`src/rtl/instr_fetch_decode.sv`:
```
// Fetch/decode front end: fetches 16-bit words over a req/ack port,
// splits them into register fields and strobes each one to execute.
module instr_fetch_decode #(
  parameter int PC_WIDTH    = 8,
  parameter int INSTR_WIDTH = 16
) (
  input  logic                   clk,
  input  logic                   rst_n,
  input  logic                   start,
  output logic                   imem_req,
  output logic [PC_WIDTH-1:0]    imem_addr,
  input  logic [INSTR_WIDTH-1:0] imem_rdata,
  input  logic                   imem_ack,
  input  logic                   stall,
  output logic [3:0]             opcode,
  output logic [3:0]             rd,
  output logic [3:0]             rs1,
  output logic [3:0]             rs2,
  output logic                   instr_valid,
  output logic [PC_WIDTH-1:0]    pc,
  output logic                   halted
);

  typedef enum logic [1:0] {
    S_IDLE,
    S_FETCH,
    S_EXEC,
    S_HALT
  } state_t;

  state_t state;
  state_t state_nxt;

  logic [INSTR_WIDTH-1:0] ir;
  logic                   load;
  logic                   is_halt;

  assign load    = (state == S_FETCH) && imem_ack;
  assign is_halt = (ir[15:12] == 4'hF);

  assign opcode = ir[15:12];
  assign rd     = ir[11:8];
  assign rs1    = ir[7:4];
  assign rs2    = ir[3:0];

  always_ff @(posedge clk or negedge rst_n) begin
    if (!rst_n) begin
      state <= S_IDLE;
    end else begin
      state <= state_nxt;
    end
  end

  // IR and pc only move on an acknowledged fetch
  always_ff @(posedge clk or negedge rst_n) begin
    if (!rst_n) begin
      ir <= '0;
      pc <= '0;
    end else if (load) begin
      ir <= imem_rdata;
      pc <= pc + PC_WIDTH'(1);
    end
  end

  always_comb begin
    state_nxt = state;
    unique case (state)
      S_IDLE: begin
        if (start) state_nxt = S_FETCH;
      end
      S_FETCH: begin
        if (imem_ack) state_nxt = S_EXEC;
      end
      S_EXEC: begin
        if (!stall) begin
          state_nxt = is_halt ? S_HALT : S_FETCH;
        end
      end
      S_HALT: begin
        state_nxt = S_HALT;
      end
      default: begin
        state_nxt = S_IDLE;
      end
    endcase
  end

  always_comb begin
    imem_req    = 1'b0;
    imem_addr   = '0;
    instr_valid = 1'b0;
    halted      = 1'b0;
    unique case (1'b1)
      (state == S_FETCH): begin
        imem_req  = 1'b1;
        imem_addr = pc;
      end
      (state == S_EXEC): begin
        instr_valid = !stall && !is_halt;
      end
      (state == S_HALT): begin
        halted = 1'b1;
      end
      default: begin
        halted = 1'b0;
      end
    endcase
  end

endmodule

```
`config.mk`:
```
export PLATFORM = sky130hd
export DESIGN_NAME = instr_fetch_decode
export DESIGN_NICKNAME = d
export VERILOG_FILES = /design/src/rtl/instr_fetch_decode.sv
export SDC_FILE = /design/constraint.sdc
export NUM_CORES = 1
export LEC_CHECK = 0
export ABC_AREA = 1
export CAP_MARGIN = 20
export CORE_MARGIN = 4
export CORE_UTILIZATION = 40
export CTS_CLUSTER_SIZE = 8
export DETAILED_ROUTE_END_ITERATION = 8
export HOLD_SLACK_MARGIN = 0.12
export PLACE_DENSITY = 0.89
export SKIP_LAST_GASP = 1
export SYNTH_ARGS = -nofsm -noshare
export SYNTH_HDL_FRONTEND = slang
export SYNTH_SLANG_ARGS = --single-unit
```
`constraint.sdc`:
```
create_clock -name clk -period 1.4 [get_ports clk]
set_input_delay 0.14 -clock clk [delete_from_list [all_inputs] [get_ports clk]]
set_output_delay 0.14 -clock clk [all_outputs]
set_load 0.005 [all_outputs]
```
* Yosys cells after proc, flatten, opt, wreduce, memory -nomap -nowiden
Cells that the tools add are included.
** Operators by class
- Add/subtract/negate cells :: 1
- Equality and inequality tests :: 7
- Muxes and demuxes :: 9
- Reductions and logical operators :: 6
** Operator list (count)
- $add A8 B1 Y8 const B :: 1
- $mux W2 :: 4
- $mux W8 :: 1
- $pmux W2 S4 :: 1
- $ne A2 B2 Y1 const B :: 3
- $eq A2 B2 Y1 const B :: 2
- $eq A4 B4 Y1 const B :: 1
- $mux W1 :: 3
- $reduce_and A3 Y1 :: 1
- $eq A2 B1 Y1 const B :: 1
- $logic_and A1 B1 Y1 :: 2
- $logic_not A1 Y1 :: 2
- $logic_not A2 Y1 :: 1
** Word-level totals
- Register bits after elaboration :: 26
- Input port bits :: 21
- Output and inout bits :: 35
- Logic and storage cells :: 26

* Depth between registers and ports, before layout
- Depth after elaboration :: 4
- Gate-level depth with buffers :: 7
- Mapped depth without buffers :: 7

* Least setup slack after synthesis
No wires, ideal clock.
- Path type :: register to register
- Start point :: register state[1]
- End point :: register pc[7]
- Setup time :: 0.117 ns
- Arrival time :: 0.938 ns
- Required time :: 1.283 ns
- Slack :: 0.345 ns
- Cell stages (with the launch flop) :: 7
- Path buffers :: 2
- Clock period less this slack :: 1.055 ns
- Path through :: dfrtp_1 > inv_2 > nand3_2 > buf_6 > buf_6 > nand2_1 > nand2_1
** Between the ends
- Word-level cells in the longest chain between the ends :: 2
** RTL lines
- start: declaration :: line 31 : state_t state;
- start signal: assignment :: line 50 : state <= state_nxt;
- $eq A2 B1 Y1 :: line 38 : assign load = (state == S_FETCH) && imem_ack;
- $logic_and A1 B1 Y1 :: line 38
- end signal: assignment :: line 61 : pc <= pc + PC_WIDTH'(1);
- end: declaration :: line 20 : output logic [PC_WIDTH-1:0] pc,
Every way passes these cells.
A chain may end at the register's enable or synchronous reset.

* Final worst setup path
- Start point :: register state[0]
- End point :: output instr_valid
** Between the ends
- Word-level cells in the longest chain between the ends :: 2
** RTL lines
- $eq A2 B2 Y1 :: line 98 : (state == S_EXEC): begin
- $mux W1 :: line 93 : unique case (1'b1)
- end: declaration :: line 19 : output logic instr_valid,
Every way passes these cells.

==> metrics.log <==
[metrics] status: finished, violations left
[metrics] failing checks: negative setup slack
[metrics] largest cells by area after synthesis: sky130_fd_sc_hd__dfrtp_1, sky130_fd_sc_hd__nand2_1, sky130_fd_sc_hd__nor2_1, sky130_fd_sc_hd__inv_1, sky130_fd_sc_hd__buf_6
[metrics] HPWL after detailed placement: 2200 µm
[metrics] most common library cell in the layout ignoring fill and taps: sky130_fd_sc_hd__nand2_1
[metrics] crit-path max FO: 3
[metrics] met2 WL: 1700 µm
[metrics] Layout Nets: 260
[metrics] synthesized-area fraction occupied by and/or/nand/nor cells: 33.1%
[metrics] final setup violating endpoints: 1
[metrics] clock transition time at the flip-flop clock pins of the worst setup and hold paths: 150 ps
[metrics] Cell Rows: 19
[metrics] Mapped Nets: 174
[metrics] Cell Area, Synth: ~1200 µm²
[metrics] Via Count: 1,260
[metrics] Worst EP required: approximately 1300 ps
[metrics] CTS buffer count: 3
[metrics] die boundary height: about 63 µm
[metrics] power dissipated by switching net loads: about 1.5 mW
[metrics] unrepaired setup endpoints after global routing: true
[metrics] post-synthesis share of cell area spent on full adders, half adders and majority gates: under 10%
[metrics] detailed-route wire length: roughly 3400 µm
[metrics] mux contribution to synthesized area: 0%
[metrics] floorplan die width: roughly 63 µm
[metrics] Hold Crit Class: input port to asynchronous set/reset pin
[metrics] die area: approximately 4000 µm²
[metrics] cell at the root of the clock tree: sky130_fd_sc_hd__clkbuf_4
[metrics] Final Critical Period: 1420 ps
[metrics] post-synthesis compound-gate area fraction: 1.87%
[metrics] Routability Congestion: between 0.7 and 0.8
[metrics] sort of element at the start of the critical path: register
[metrics] total global-route track usage: between 10% and 20%
[metrics] residual overflow from global routing: 0
[metrics] number of top-level pins: 56
[metrics] total of flip-flops plus latches after synthesis: 26
[metrics] count of buffers from port buffering: 55
[metrics] H-tree depth: 1
[metrics] Achievable Freq: 0.703 GHz
[metrics] mean instance size in the synthesized netlist: approximately 7.9 µm²
[metrics] DR pass1 iterations: 4
[metrics] number of max-capacitance violations reported: 0
[metrics] Residual DRC: 0
[metrics] clk buf depth: 2
[metrics] # hold bufs at CTS: 0
[metrics] dpl cells: roughly 240
[metrics] least setup slack across all paths after layout: -23.5 ps
[metrics] layout overhead on the synthesized area: 73.8%
[metrics] max_slew headroom: about four fifths
[metrics] sum of met3 wire segment lengths after detailed routing: 212 µm
[metrics] Final period util: 102%
[metrics] Worst-Skew Late Latency: 330 ps
[metrics] worst slew pin tran: between 300 and 400 ps
[metrics] total of fill cells in the finished design: between 200 and 250
[metrics] Sinks on Clock Net: 26
[metrics] count of antenna diodes in the layout: 0
[metrics] Initial Util: approximately 43%
[metrics] antenna viol nets, final: 0
[metrics] clock share of power: between 10% and 20%
[metrics] cell type with the largest total area after synthesis: sky130_fd_sc_hd__dfrtp_1
[metrics] via density per instance: 4.70
[metrics] DRC violation total after the first TritonRoute iteration: 55
[metrics] fraction of the yosys area taken by sequential cells: 54.1%
[metrics] endpoint kind of the worst setup timing path: output port
[metrics] Post-Route Hold Slack: approximately 150 ps
[metrics] total power of the final layout: approximately 4.1 mW
[metrics] Core Box Area: ~2800 µm²
[metrics] post-route non-filler standard cell count: between 200 and 300
[metrics] Setup TNS Final: -23.5 ps
[metrics] Pwr per Cell Area: between 1500 and 2000 nW/µm²
[metrics] logic gate share of total power: between 50% and 60%
[metrics] area share of the largest cell type after synthesis: 54.1%
[metrics] category of the most critical setup path: register to output port
[metrics] largest clock skew in the final design: 13.7 ps
[metrics] relative contribution of sequential cells to total power: 31.4%
[metrics] Final Max Tran Viols: 0
[metrics] wire length on met1: 1400 µm
[metrics] top routing layer used: met4
[metrics] commonest cells after routing, fill and taps aside: sky130_fd_sc_hd__nand2_1, sky130_fd_sc_hd__clkdlybuf4s50_1, sky130_fd_sc_hd__buf_4
[metrics] Finished Core Util: between 70% and 80%
[metrics] maximum vdd ir drop: roughly 1200 µV
[metrics] Internal Pwr Total: between 2 and 3 mW
[metrics] cells after synthesis: 152
[metrics] Lkg Pwr: 1.24 nW
[metrics] first-pass GRT wire length: ~5200 µm
[metrics] Yosys warning count: 0
[metrics] CTS tree: built
[metrics] pin count of the biggest net entering global routing: 27
[metrics] switching share of power: between 30% and 40%
[metrics] largest family of logic cells by synthesized area: simple AND/OR/NAND/NOR gates
[metrics] via count of the first global-routing pass: approximately 1,200
[metrics] data arrival time of the critical path: ~1300 ps
[metrics] total count of hold-check failures in the final report: 0
[metrics] initial antenna violation count: 0
[metrics] count of cell types in the netlist: 17
[metrics] area share of xor/xnor cells in the synthesized design: about 2.2%
[metrics] share of layout cells above drive strength 1: approximately a quarter
[metrics] routed len/inst: 12.5 µm
-- synthesized netlist by cell type --
master and instances:
sky130_fd_sc_hd__nand2_1 71, sky130_fd_sc_hd__o21ai_0 2, sky130_fd_sc_hd__inv_2 2, sky130_fd_sc_hd__nand4_1 3, sky130_fd_sc_hd__nand3_2 1, sky130_fd_sc_hd__ha_1 1
sky130_fd_sc_hd__a21oi_1 1, sky130_fd_sc_hd__nor2_2 1, sky130_fd_sc_hd__nand3_1 4, sky130_fd_sc_hd__nor2_1 17, sky130_fd_sc_hd__dfrtp_1 26, sky130_fd_sc_hd__buf_6 3
sky130_fd_sc_hd__nor4_1 1, sky130_fd_sc_hd__inv_1 14, sky130_fd_sc_hd__xor2_1 3, sky130_fd_sc_hd__nand2_2 1, sky130_fd_sc_hd__o21bai_1 1
-- kinds of logic (layout without fill, tap and decap cells) --
kind of cell | after synthesis | in the layout
AO/OA/AOI/OAI | 4 | 4
XOR/XNOR | 3 | 3
adder cells (fa/ha/maj) | 1 | 1
buffers and inverters | 19 | 103
flip-flops | 26 | 26
AND/OR/NAND/NOR | 99 | 100
-- power by group through the flow --
stage                     Sequential [mW]  Clock [mW]  Combinational (mW)
after floorplan                      1.35           0               0.706
after global placement               1.31           0                1.78
after detailed placement             1.32           0                1.83
after CTS                            1.29       0.527                1.96
after global routing                 1.31       0.555                2.49
final                                1.28       0.527                2.27
-- metrics by stage --
step	setup WS, ps	cell area [µm²]
6_report	-23.5	2090
5_1_grt	-99.4	2090
4_1_cts	-140	1940
3_5_place_dp	1.71	1820
3_3_place_gp	15.1	1820
2_1_floorplan	345	1200
-- worst max-delay path, cell delays in order (launching register included) --
cell and delay [ps]:
sky130_fd_sc_hd__dfrtp_1 430, sky130_fd_sc_hd__buf_6 150, sky130_fd_sc_hd__nor2_4 110, sky130_fd_sc_hd__nand2_1 60, sky130_fd_sc_hd__nor2_1 90, sky130_fd_sc_hd__buf_2 110
-- path summary, 6_finish.rpt --
path / endpoint / cells past startpoint / start / slack (ps)
setup / recovery: instr_valid / 5 / state[0] / -20
hold / removal: state[0] / 2 / rst_n / 150
setup reg to reg: pc[4] / 7 / state[1] / 40
hold reg to reg: ir[9] / 2 / ir[9] / 490
max in group asynchronous: pc[2] / 2 / rst_n / 990
min in group clk: ir[2] / 3 / imem_rdata[2] / 320
-- per-layer routing --
layer  track usage [%]  up-vias
li1                  -      629
met1              18.4      590
met3              4.50        5
met2              29.8       36
met4              4.96        0
met5                 0        -
-- cell type report --
class	instances	area [µm²]	area share (%)
inverter	16	62.6	2.99
clock inverter	1	30.0	1.44
multi-input combinational	108	528	25.2
timing repair buffer	83	758	36.2
tap	31	38.8	1.85
clock buffer	3	22.5	1.08
sequential	26	652	31.2
-- timing repair --
item                                    CTS  global route
gates resized for setup                  24            43
pin swaps                                 2             3
endpoints found under the setup margin   18            52
buffers inserted                          8            12
gates cloned                              0             1
-- flip-flops by register name, indices dropped and copies added, names as in the netlist --
signal  count
pc          8
state       2
ir         16
Power figures use the tool's default switching activity.
